[config.mk]
export PLATFORM = sky130hd
export DESIGN_NAME = imm_extend_pipe
export DESIGN_NICKNAME = d
export VERILOG_FILES = /design/src/rtl/imm_extend_pipe.sv
export SDC_FILE = /design/constraint.sdc
export NUM_CORES = 1
export LEC_CHECK = 0
export ABC_CLOCK_PERIOD_IN_PS = 4500
export CAP_MARGIN = 0
export CORE_MARGIN = 4
export CORE_UTILIZATION = 35
export DETAILED_ROUTE_END_ITERATION = 8
export PLACE_DENSITY = 0.56
export SLEW_MARGIN = 20
export SYNTH_ARGS = -nofsm -noshare
export SYNTH_HDL_FRONTEND = slang
export SYNTH_SLANG_ARGS = --single-unit
[constraint.sdc]
create_clock -name Clk -period 4.5 [get_ports Clk]
set_input_delay 1.125 -clock Clk [delete_from_list [all_inputs] [get_ports Clk]]
set_output_delay 1.125 -clock Clk [all_outputs]
set_load 0.02 [all_outputs]
[src/rtl/imm_extend_pipe.sv]
// imm_extend_pipe: extends an immediate by mode and buffers it in a 2-entry FIFO.
// Define IMM_EXT_BRANCH_EN to enable the mode-11 branch-offset shift (else mode 11 = sign-extend).
module imm_extend_pipe #(
    parameter int IN_W  = 16,
    parameter int OUT_W = 32
) (
    input  logic             Clk,
    input  logic             Reset,
    input  logic             in_valid,
    output logic             in_ready,
    input  logic [IN_W-1:0]  in_imm,
    input  logic [1:0]       in_mode,
    input  logic             flush,
    output logic             out_valid,
    input  logic             out_ready,
    output logic [OUT_W-1:0] out_data
);
    localparam int PAD_W = OUT_W - IN_W;

    generate
        if (OUT_W < IN_W + 2) begin : g_width_check
            $error("imm_extend_pipe: OUT_W must be at least IN_W+2");
        end
    endgenerate

    logic [OUT_W-1:0] w_zext;
    logic [OUT_W-1:0] w_sext;
    logic [OUT_W-1:0] w_upper;
    logic [OUT_W-1:0] w_ext;
    logic             w_push;
    logic             w_pop;
    logic [OUT_W-1:0] r_mem [2];
    logic             r_wr_ptr;
    logic             r_rd_ptr;
    logic [1:0]       r_count;

    assign w_zext  = {{PAD_W{1'b0}}, in_imm};
    assign w_sext  = {{PAD_W{in_imm[IN_W-1]}}, in_imm};
    assign w_upper = {in_imm, {PAD_W{1'b0}}};

`ifdef IMM_EXT_BRANCH_EN
    logic [OUT_W-1:0] w_branch;
    assign w_branch = {w_sext[OUT_W-3:0], 2'b00};
    always_comb begin
        w_ext = in_mode == 2'b00 ? w_zext :
                in_mode == 2'b01 ? w_sext :
                in_mode == 2'b10 ? w_upper : w_branch;
    end
`else
    always_comb begin
        w_ext = in_mode == 2'b00 ? w_zext :
                in_mode == 2'b10 ? w_upper : w_sext;
    end
`endif

    // Ready depends only on the registered count, so out_ready never reaches in_ready.
    assign in_ready  = r_count < 2'd2;
    assign out_valid = r_count != 2'd0;
    assign out_data  = out_valid ? r_mem[r_rd_ptr] : '0;
    assign w_push    = in_valid & in_ready;
    assign w_pop     = out_valid & out_ready;

    always_ff @(posedge Clk or posedge Reset) begin
        if (Reset) begin
            for (int i = 0; i < 2; i++) r_mem[i] <= '0;
            r_wr_ptr <= 1'b0;
            r_rd_ptr <= 1'b0;
            r_count  <= 2'd0;
        end else if (flush) begin
            r_wr_ptr <= 1'b0;
            r_rd_ptr <= 1'b0;
            r_count  <= 2'd0;
        end else begin
            if (w_push) begin
                r_mem[r_wr_ptr] <= w_ext;
                r_wr_ptr        <= ~r_wr_ptr;
            end
            if (w_pop) r_rd_ptr <= ~r_rd_ptr;
            r_count <= r_count + 2'(w_push) - 2'(w_pop);
        end
    end
endmodule

==> summary by stage <==
Outcome
The flow ran to the end, and the final reports show no timing, DRC or antenna violations.

Global route
The total overflow left after global routing is 0. The initial antenna violation count was 0. The layer flagged by global routing as most heavily used is met2.

The wire length of the first global-routing pass is 12500 µm. For this run, global-route usage on met1 was measured as 20.3%. Global routing used 2.84% of the available met3 tracks. The number of global-route vias before repair is 2384. In the global route stage, met2 resource usage came out at 21.1%.

Entering global routing, the biggest net connects 65 pins. Global routing consumed, over all layers together, 14.2% of the routing resources.

Yosys
The synthesized netlist occupies a cell area of 0.00326 mm². In the post-synthesis netlist, the biggest area contributors are sky130_fd_sc_hd__dfrtp_1 52%, sky130_fd_sc_hd__mux2i_1 9.8%, sky130_fd_sc_hd__nand2_1 9.2%. The mean instance size in the synthesized netlist is 9.54 µm². Among all flip-flop cells after synthesis, the most frequent one is sky130_fd_sc_hd__dfrtp_1. Counting flops and latches in the post-synthesis netlist gives 68. Counting flops with an async set or reset pin after synthesis yields a share of 100%. Summed over its instances, the top area cell type makes up 52.2% of the synthesized netlist area. The number of distinct library cells after synthesis is 20.

The number of enable-type register cells in the synthesized netlist is 0. Of all cell types, the one taking the most synthesized area is sky130_fd_sc_hd__dfrtp_1. The cell count after synthesis is 342. The post-synthesis sequential area ratio is 52.2%. Synthesis produced a netlist with a net count of 367. Yosys printed 0 warnings.

The commonest cells after synthesis are 80 x sky130_fd_sc_hd__nand2_1, 68 x sky130_fd_sc_hd__dfrtp_1, 36 x sky130_fd_sc_hd__nor2_1. The library cell with the highest instance count after synthesis is sky130_fd_sc_hd__nand2_1.

Layout
The filler-free cell count of the finished design is 503. The number of fill cells in the layout is 878. The repair_antennas step left the layout with diodes totalling 0. The final layout contains 415 nets. In the final layout, the multi-input gates occupy 0.00139 mm². The storage element area is 0.00170 mm². The area growth from synthesis to layout is 25.1%. The share of layout cells above drive strength 1 is 13.9%.

CTS
The root buffer cell chosen for the clock tree is sky130_fd_sc_hd__clkbuf_8. The clock latency of the later-clocked register in the worst-skew pair is 0.33 ns. The number of buffers on the longest clock path is 2. Post-CTS repair changed the size of 0 cells. The clock transition at the register clock pins on the worst setup and hold paths after CTS is 0.07 ns. The number of hold buffers added after CTS is 0.

The number of buffers created by CTS is 9. The level count of the clock H-tree is 3. In this run the post-CTS setup repair buffer count came out at 0. The clock tree from TritonCTS is built. The number of sinks driven by the clock tree is 68.

Critical path
The count of buffering cells on the critical path with inverters included is 2. Data on the critical path arrives at its endpoint at 2.32 ns. The largest stage delay on the critical path is 0.55 ns. The type of element capturing the critical path is an output port. The worst setup path is launched from a flip-flop. The endpoint identified for the worst register-to-register timing path is r_mem[11]. In this run the worst setup path terminates at out_data[26].

The startpoint identified for the worst register-to-register timing path is r_count[1]. Across all register-to-register paths, the minimum setup slack is 2.46 ns. For this design, the slowest cell found on the critical path is sky130_fd_sc_hd__clkdlybuf4s50_1. In this run the number of cells on the critical path is 4. Broken down by cell family, the worst path's largest delay share belongs to buffers and inverters. Measured in cells, the most critical reg-to-reg path has a length of 3.

The worst setup path is of the flip-flop to output port kind. The most critical setup path has its startpoint at r_count[1]. STA puts the critical path data required time at 3.38 ns. Traced cell by cell, the critical path runs through nor2_2, buf_4, nor2_1, clkdlybuf4s50_1. The highest net fanout along the worst path is 21.

Drt
The average via count per standard cell is 4.76. In this run the remaining antenna-violating nets after routing total 0. The first TritonRoute pass finished after 4 iterations. The wire length reported by the detailed router is 7250 µm. The total via count after detailed routing is 2396. The DRC marker count from the first detailed-route iteration is 122.

The post-detailed-route wirelength per cell is 14.4 µm. For this run, design rule violations remaining after detail routing come to 0.

Power and ir drop
The analysis attributes to cell leakage a power of 0.00178 µW. The worst-case IR drop observed on VDD is 0.205 mV. In this run the power density over the cells is 683 mW/mm².

Floorplanning
57 I/O pins were placed. In this run the horizontal extent of the chip is 105 µm. The effective utilization at floorplan is 36.7%. The die area is 0.0109 mm².

The core footprint is 0.00889 mm². The number of rows in the core area is 34. The die height is 105 µm.

Timing
The count of final max-slew check failures was 0. The final hold violation count is 0. The fmax is 290 MHz. The setup clock skew after layout is 0.00403 ns. After layout, the minimum clock period comes to 3.44 ns. Setup repair after global routing left no endpoint under its margin. For the pin with the worst max-slew slack, the measured transition is 0.875 ns. The accumulated negative setup slack is 0 ns.

Setup violations remaining at the end of the flow were counted as 0. In this run the tightest slew margin relative to its limit is 41.6%. The fraction of the cycle the final worst path needs is 76.5%.

Worst hold path
The tightest min-delay check is of the flip-flop to flip-flop type. The worst hold path begins at r_mem[44].

Placed design
The routability-driven placement congestion ratio is 0.717. The sum of net half-perimeters after detailed placement is 5190 µm. The number of port buffers is 56. The number of placed instances, taps included is 487.

Job
Across the run, the number of max-cap violations was 0.
-- sequential cells by signal (all words and copies together), names as in the netlist --
signal	cells
r_rd_ptr	1
r_count	2
r_wr_ptr	1
r_mem	64
-- power by group --
part           leakage, µW  internal (µW)  total (µW)  switching [µW]
clock network     0.000113            325         552             227
logic             0.000797            533        1180             644
registers         0.000872            891        1060             168
-- stage by stage --
step / util (%) / hold WS (ns) / total power (µW) / worst slack (ns) / instance area, µm²
3_5_place_dp: 43.5 / 0.464 / 2270 / 1.22 / 3860
2_1_floorplan: - / 0.450 / 1840 / 1.66 / 3260
6_report: 45.9 / 0.475 / 2790 / 1.06 / 4080
3_3_place_gp: 43.5 / 0.459 / 2250 / 1.25 / 3860
4_1_cts: 45.9 / 0.480 / 2830 / 0.973 / 4080
5_1_grt: 45.9 / 0.493 / 3010 / 0.880 / 4080
-- worst min path at each step --
stage / endpoint / slack (ns) / cells past startpoint
floorplan: r_mem[0] / 0.45 / 2
detailed placement: r_mem[55] / 0.46 / 2
global placement: r_mem[47] / 0.46 / 2
global route: r_mem[51] / 0.49 / 2
finish: r_mem[44] / 0.48 / 2
CTS: r_mem[44] / 0.48 / 2
-- layout make-up --
| cell class | count | share of cell area, % |
|---|---|---|
| flip-flops and latches | 68 | 41.7 |
| multi-input cells | 242 | 34.1 |
| repair buffers | 63 | 15.0 |
| clock buffers | 11 | 3.47 |
| well taps | 108 | 3.31 |
| clock inverters | 5 | 1.84 |
| inverters | 6 | 0.552 |
-- placed cells by master (no fill, tap or decap) --
cell type / instances
sky130_fd_sc_hd__clkbuf_8: 10
sky130_fd_sc_hd__clkdlybuf4s50_1: 56
sky130_fd_sc_hd__and2_0: 1
sky130_fd_sc_hd__o21ai_2: 28
sky130_fd_sc_hd__inv_1: 5
sky130_fd_sc_hd__xor2_1: 1
sky130_fd_sc_hd__dfrtp_1: 67
sky130_fd_sc_hd__or4b_4: 1
sky130_fd_sc_hd__xnor2_1: 3
sky130_fd_sc_hd__inv_2: 1
sky130_fd_sc_hd__a21oi_1: 15
sky130_fd_sc_hd__clkinv_2: 3
sky130_fd_sc_hd__bufinv_16: 2
sky130_fd_sc_hd__ha_1: 2
sky130_fd_sc_hd__nand2_1: 80
sky130_fd_sc_hd__dfrtp_2: 1
sky130_fd_sc_hd__o21ai_1: 4
sky130_fd_sc_hd__buf_4: 7
sky130_fd_sc_hd__o21ai_0: 34
sky130_fd_sc_hd__clkbuf_1: 1
sky130_fd_sc_hd__nand2b_1: 1
sky130_fd_sc_hd__mux2i_1: 32
sky130_fd_sc_hd__nor2_1: 35
sky130_fd_sc_hd__nand4bb_2: 1
sky130_fd_sc_hd__nor2b_1: 3
sky130_fd_sc_hd__nor2_2: 1
-- per-layer routing --
layer | wire, µm | part of all wire, %
met3 | 195 | 2.7
met2 | 3320 | 46
met1 | 3640 | 50
met5 | 0 | 0
met4 | 91 | 1.3
-- worst reg2reg max path, cell delays in order, from the launching register on --
cell and delay [ns]:
sky130_fd_sc_hd__dfrtp_1 0.44, sky130_fd_sc_hd__nand4bb_2 0.83, sky130_fd_sc_hd__buf_4 0.48, sky130_fd_sc_hd__o21ai_0 0.20
-- kinds of logic (layout without fill, tap and decap cells) --
logic type,count (synthesis),after routing,share of synthesized area (%)
and+or+nand+nor,123,123,15.0
adders and majority gates,2,2,0.767
AOI/OAI and AO/OA,81,81,15.7
muxes,32,32,9.82
buffers and inverters,32,85,5.56
DFF,68,68,52.2
xor gates and xnor gates,4,4,1.07
No activity file was read; power rests on OpenSTA's default activity.
